**src/rtl/sha2_pkg.sv**
```systemverilog
// Shared definitions for the double SHA-256 datapath.
//   WORD_W         : message word width
//   NUM_WORDS_352  : words packed into one 352-bit block
//   loader_state_e : block loader FSM states
package sha2_pkg;

    localparam int unsigned WORD_W        = 32;
    localparam int unsigned NUM_WORDS_352 = 11;

    typedef enum logic {
        FILL = 1'b0,
        HOLD = 1'b1
    } loader_state_e;

endpackage

```
**src/rtl/block_loader_352.sv**
```systemverilog
// Word-serial front end for the 352-bit block memory. Packs NUM_WORDS
// 32-bit words big-endian into one block and hands it off with a
// single-cycle write strobe once the downstream stage is ready.
//
// Ports:
//   CLK, RST    clock (rising edge), asynchronous active-high reset
//   clear       synchronous flush of any partial or pending block
//   in_valid    input word valid
//   in_first    accepted word is word 0 of a block
//   in_word     input message word
//   in_ready    loader can accept a word this cycle
//   dn_ready    downstream can take a block this cycle
//   write_en    one-cycle block write strobe (block_out valid with it)
//   block_out   packed block, word 0 in the most significant slot
//   word_cnt    words collected so far (0..NUM_WORDS)
//   blk_cnt     blocks handed off, wraps modulo 2^16
//   err         sticky framing error, cleared only by clear or RST
module block_loader_352
    import sha2_pkg::*;
#(
    parameter int unsigned WORD_W    = sha2_pkg::WORD_W,
    parameter int unsigned NUM_WORDS = sha2_pkg::NUM_WORDS_352,
    parameter int unsigned CNT_W     = 4
) (
    input  logic                        CLK,
    input  logic                        RST,
    input  logic                        clear,
    input  logic                        in_valid,
    input  logic                        in_first,
    input  logic [WORD_W-1:0]           in_word,
    output logic                        in_ready,
    input  logic                        dn_ready,
    output logic                        write_en,
    output logic [WORD_W*NUM_WORDS-1:0] block_out,
    output logic [CNT_W-1:0]            word_cnt,
    output logic [15:0]                 blk_cnt,
    output logic                        err
);

    localparam int unsigned      BLOCK_W   = WORD_W * NUM_WORDS;
    localparam logic [CNT_W-1:0] LAST_SLOT = CNT_W'(NUM_WORDS - 1);

    loader_state_e    state_q;
    loader_state_e    state_d;
    logic             accept;
    logic             framing_bad;
    logic [CNT_W-1:0] wr_idx;

    always_comb begin
        in_ready    = (state_q == FILL) && !clear;
        write_en    = (state_q == HOLD) && dn_ready && !clear;
        accept      = in_valid && in_ready;
        // A continuation word with nothing collected has no block to join.
        framing_bad = accept && !in_first && (word_cnt == '0);
        // in_first always restarts at slot 0, whatever was collected.
        wr_idx      = in_first ? '0 : word_cnt;

        state_d = state_q;
        if (clear) begin
            state_d = FILL;
        end else begin
            unique case (state_q)
                FILL: if (accept && !framing_bad && (wr_idx == LAST_SLOT)) state_d = HOLD;
                HOLD: if (write_en) state_d = FILL;
                default: state_d = FILL;
            endcase
        end
    end

    always_ff @(posedge CLK or posedge RST) begin
        if (RST) state_q <= FILL;
        else     state_q <= state_d;
    end

    always_ff @(posedge CLK or posedge RST) begin
        if (RST) begin
            block_out <= '0;
            word_cnt  <= '0;
            blk_cnt   <= '0;
            err       <= 1'b0;
        end else if (clear) begin
            // block_out and blk_cnt are deliberately left untouched.
            word_cnt <= '0;
            err      <= 1'b0;
        end else if (accept) begin
            if (framing_bad) begin
                err <= 1'b1;
            end else begin
                for (int unsigned i = 0; i < NUM_WORDS; i++) begin
                    if (wr_idx == CNT_W'(i))
                        block_out[BLOCK_W-1-i*WORD_W -: WORD_W] <= in_word;
                end
                word_cnt <= wr_idx + 1'b1;
            end
        end else if (write_en) begin
            word_cnt <= '0;
            blk_cnt  <= blk_cnt + 16'd1;
        end
    end

endmodule

```
**config.mk**
```make
export PLATFORM = sky130hd
export DESIGN_NAME = block_loader_352
export DESIGN_NICKNAME = d
export VERILOG_FILES = /design/src/rtl/sha2_pkg.sv /design/src/rtl/block_loader_352.sv
export SDC_FILE = /design/constraint.sdc
export NUM_CORES = 1
export LEC_CHECK = 0
export CAP_MARGIN = 10
export CORE_MARGIN = 8
export CORE_UTILIZATION = 48
export DETAILED_ROUTE_END_ITERATION = 6
export GPL_ROUTABILITY_DRIVEN = 0
export PLACE_DENSITY = 0.8
export SLEW_MARGIN = 40
export SYNTH_ARGS = -nofsm -noshare
export SYNTH_HDL_FRONTEND = slang
export SYNTH_SLANG_ARGS = --single-unit
```
**constraint.sdc**
```tcl
create_clock -name CLK -period 14.8 [get_ports CLK]
set_clock_uncertainty 0.1 [all_clocks]
set_input_delay 1.48 -clock CLK [delete_from_list [all_inputs] [get_ports CLK]]
set_output_delay 1.48 -clock CLK [all_outputs]
set_load 0.02 [all_outputs]
```
Word-level counts from Yosys, hierarchy flattened
Cells that the tools add are included.

$add $sub $neg: 2. Eq/ne operators: 11. Multiplexer cells: 12. Bitwise operators: 4. Reduce and logical (&&, ||, !) cells: 30.

Operators with widths (number): AND reduction 4 bit (11); two-way mux 4 bit (5); adder 16 x 1 -> 16 bit (second input constant) (1); == test 4 x 3 -> 1 bit (second input constant) (4); == test 4 bit (second input constant) (3); == test 4 x 2 -> 1 bit (second input constant) (2); logical AND 1 bit (8); logical NOT 4 bit (2); two-way mux 1 bit (6); adder 4 x 1 -> 4 bit (second input constant) (1); == test 4 x 1 -> 1 bit (second input constant) (1); inverter 1 bit (4); AND reduction 2 bit (2); nonzero test 2 bit (2); logical NOT 1 bit (3); inequality test 3 bit (second input constant) (1); AND reduction 3 bit (1); nonzero test 3 bit (1); case mux 1 bit (2 select lines) (1).

Register bits after elaboration: 374. Input port bits: 38. Word-level logic and storage cells: 74.

Longest topological paths before layout
Depth in word-level cells: 11. Mapped depth: 7. Gate-level depth less buffers: 6.

Worst setup path after synthesis
OpenSTA, ideal clock, no wires.

Kind: input-to-output. Start: in clear. End: out in_ready. Arrival: 2.069 ns. Required time: 13.220 ns. Setup slack: 11.151 ns. Stages on the path: 2. Path buffers: 1. Cells stage by stage: buf_1 > nor2_1.

Longest elaborated chain between the ends: 2.

RTL lines: start, declared (line block_loader_352.sv:27) `input logic clear,`; logical NOT 1 bit (line block_loader_352.sv:50) `in_ready = (state_q == FILL) && !clear;`; logical AND 1 bit (line block_loader_352.sv:50); end, declared (line block_loader_352.sv:31) `output logic in_ready,`.

No other way between the ends.

Worst setup path in the final report
Start: in clear. End: out write_en.

Longest elaborated chain between the ends: 2.

RTL lines: logical NOT 1 bit (line block_loader_352.sv:51) `write_en = (state_q == HOLD) && dn_ready && !clear;`; logical AND 1 bit (line block_loader_352.sv:51); end, declared (line block_loader_352.sv:33) `output logic write_en,`.

No other way between the ends.

==> flow_summary.ini <==
[place]
post-place-ws_ns = 9.805
post_dp_cell_area_sq_um = 18800
io_buffers = 412
hpwl_mm = 28.51

[synth]
ys_ff_latch = 374
syn_inst = 886
synth_edf_count = 0
seq_area_frac_synth = 0.6533
avgSynthCellArea_sq_um = 16.17
synth_most_common_cell = dfrtp_1
synthTopCellsByArea = dfrtp_1, mux2_2, mux2_1, clkbuf_1, buf_2
async_reset_ff_frac = 1.000
ys_warn_count = 0
synth_top_area_frac = 0.6533
ys_top_cells_by_count = dfrtp_1, mux2_2, clkbuf_1
netlist_area_sq_um = 14330
yosysTopAreaCell = dfrtp_1
synth_nets = 929
ys.flop_type = dfrtp_1
ys_types = 35

[floorplanning]
die_h_microns = 188.8
ioPinCount = 413
rows = 63
fp.dieW_microns = 188.8
start_util = 0.4860
die-area_sq_um = 35630
core_area_sq_um = 29480

[timing]
slew_headroom = 0.5142
rsz0062_at_grt = no
finalWorstSetupSlack_ns = 9.763
period_share = 0.3403
finalSetupTns_ns = 0
drv_slew = 0
hold_viol = 0
holdWs_ns = 0.3745
fmax_mhz = 198.5
setup_viol = 0
min_period_ns = 5.037
tightest_slew_ns = 0.7279

[detailed_routing]
drt_iter0_markers = 323
post_drt_wl_per_cell_microns = 24.48
vias = 8979
routed_wirelength_mm = 41.66
drcViolationCount = 0
firstDrtPassIters = 4
postRouteAntennaNets = 0
viasPerCell = 5.276

[worst_hold_path]
hold_class = flip-flop to flip-flop
min_from = blk_cnt[15]

[global_routing]
antenna_found_initial = 0
grtUsageTotal = 0.2310
grt_max_degree = 129
grt_pass1_wl_mm = 63.45
overflow = 0
grt_pass1_vias = 9869

[worst_setup_path]
cp-start-kind = input pin
cp-endpoint = write_en
worst_path_largest_cell_delay_ns = 0.76
critPathMaxFanout = 15
ff2ff_setup_slack_ns = 12.05
end_kind = output port
cp-startpoint = clear
required_ns = 13.22
worstPathCellList = clkdlybuf4s50_1 > nand3b_1 > inv_1 > clkdlybuf4s50_1
r2r_end = block_out[256]
crit_type = input pin to output port
critPathSlowestCell = clkdlybuf4s50_1
worstRegToRegCells = 6
cp_common_cell = clkdlybuf4s50_1
arrival_ns = 3.46
r2r-start = word_cnt[1]

[power_and_ir_drop]
vdd.ir_drop.worst_uv = 103.8
powerDensity_nw_per_um2 = 114.8
switching_share = 0.2412
power.share.sequential = 0.475
p_switching_mw = 0.5552
leakage_nw = 9.634
p_clk_frac = 0.407
p_int_mw = 1.747
pwr-share-comb = 0.118

[cts]
clk_pin_slew_ns = 0.06
cts_hold_buf = 0
cts_tree = built
cts_setup_buffers = 0
cts_resized = 0
cts.path.max_buffers = 3
cts_root_buf = clkbuf_16
clock-sinks = 374
htreeDepth = 2
clock_latency_ns = 0.50
cts_inserted_buffers = 38

[layout]
drive_above_1_share = 0.3255
num-fill-cells = 2040
multi_input_area_sq_um = 4686
ff_latch_area_sq_um = 9359
stdcell_area_sq_um = 20060
synthToLayoutAreaGrowth_pct = 40.01
n_antenna_cell = 0
nets = 1327

[outcome]
status = finished clean

[run]
maxCapViolCount = 0
-- layout make-up --
cell class / count / area share
Sequential cell: 374 / 0.4666
Multi-Input combinational cell: 439 / 0.2336
Timing Repair Buffer: 424 / 0.2121
Clock buffer: 63 / 0.05963
Tap cell: 390 / 0.02433
Inverter: 7 / 0.001934
Clock inverter: 5 / 0.001809
-- per-layer routing --
layer  GRT usage  wire length [microns]  vias to the layer above
met5           0                      0                        -
met4     0.06705                   1158                        0
met3      0.1035                   4526                       73
met2      0.3755                  19660                      367
met1      0.2735                  16320                     4657
li1            -                      -                     3882
-- per-stage QoR --
stage	util	instances	total power, mW
final	0.6804	1702	2.302
after global routing	0.6804	1702	2.384
after CTS	0.6797	1701	2.323
after detailed placement	0.6378	1633	1.386
after global placement	0.6344	1630	1.378
after floorplan	-	886	1.241
-- power groups by stage --
stage               Sequential, mW  Combinational, mW  Clock (mW)
finish                        1.09              0.271       0.937
global route                  1.10              0.288       0.996
floorplan                     1.17             0.0705           0
CTS                           1.09              0.276       0.954
detailed placement            1.11              0.274           0
global placement              1.11              0.269           0
-- cell families after synthesis --
logic type / Yosys count / share of synthesized area
buf+inv: 73 / 0.02568
simple gates: 54 / 0.02402
flops: 374 / 0.6533
compound gates: 10 / 0.004804
xor+xnor: 17 / 0.01039
mux: 353 / 0.2775
fa+ha+maj: 5 / 0.004367
-- cells in the final DEF, fill, tap and decap left out, drive strengths merged, types with 3 or more instances in the layout --
| cell | Yosys | final |
|---|---|---|
| dfrtp | 374 | 374 |
| clkbuf | 32 | 63 |
| clkinvlp | 0 | 3 |
| nand3 | 6 | 6 |
| nor2b | 4 | 4 |
| buf | 34 | 12 |
| xnor2 | 11 | 11 |
| nand2 | 16 | 16 |
| clkdlybuf4s50 | 0 | 412 |
| nand3b | 3 | 3 |
| o21ai | 4 | 4 |
| ha | 5 | 5 |
| nor3b | 6 | 6 |
| nand2b | 3 | 3 |
| inv | 7 | 8 |
| mux2 | 353 | 353 |
| and3 | 3 | 3 |
| xor2 | 6 | 6 |
| nor2 | 4 | 4 |
-- registers in the layout, summed over array words and instances (netlist names) --
register   flops
blk_cnt       16
block_out    352
err            1
state_q        1
word_cnt       4
-- how the worst min path moves through the flow --
stage                          end  slack [ns]  cells after the start
global route        block_out[316]        0.41                      1
detailed placement     blk_cnt[15]        0.37                      1
CTS                    blk_cnt[15]        0.38                      1
global placement       blk_cnt[15]        0.36                      1
finish                 blk_cnt[15]        0.37                      1
floorplan              blk_cnt[15]        0.48                      1
-- worst max-delay path, delay by kind of cell --
| family | cells | cell delay [ns] |
|---|---|---|
| buffers and inverters | 3 | 1.56 |
| AND/OR/NAND/NOR | 1 | 0.42 |
(Power assumes the default switching activity.)
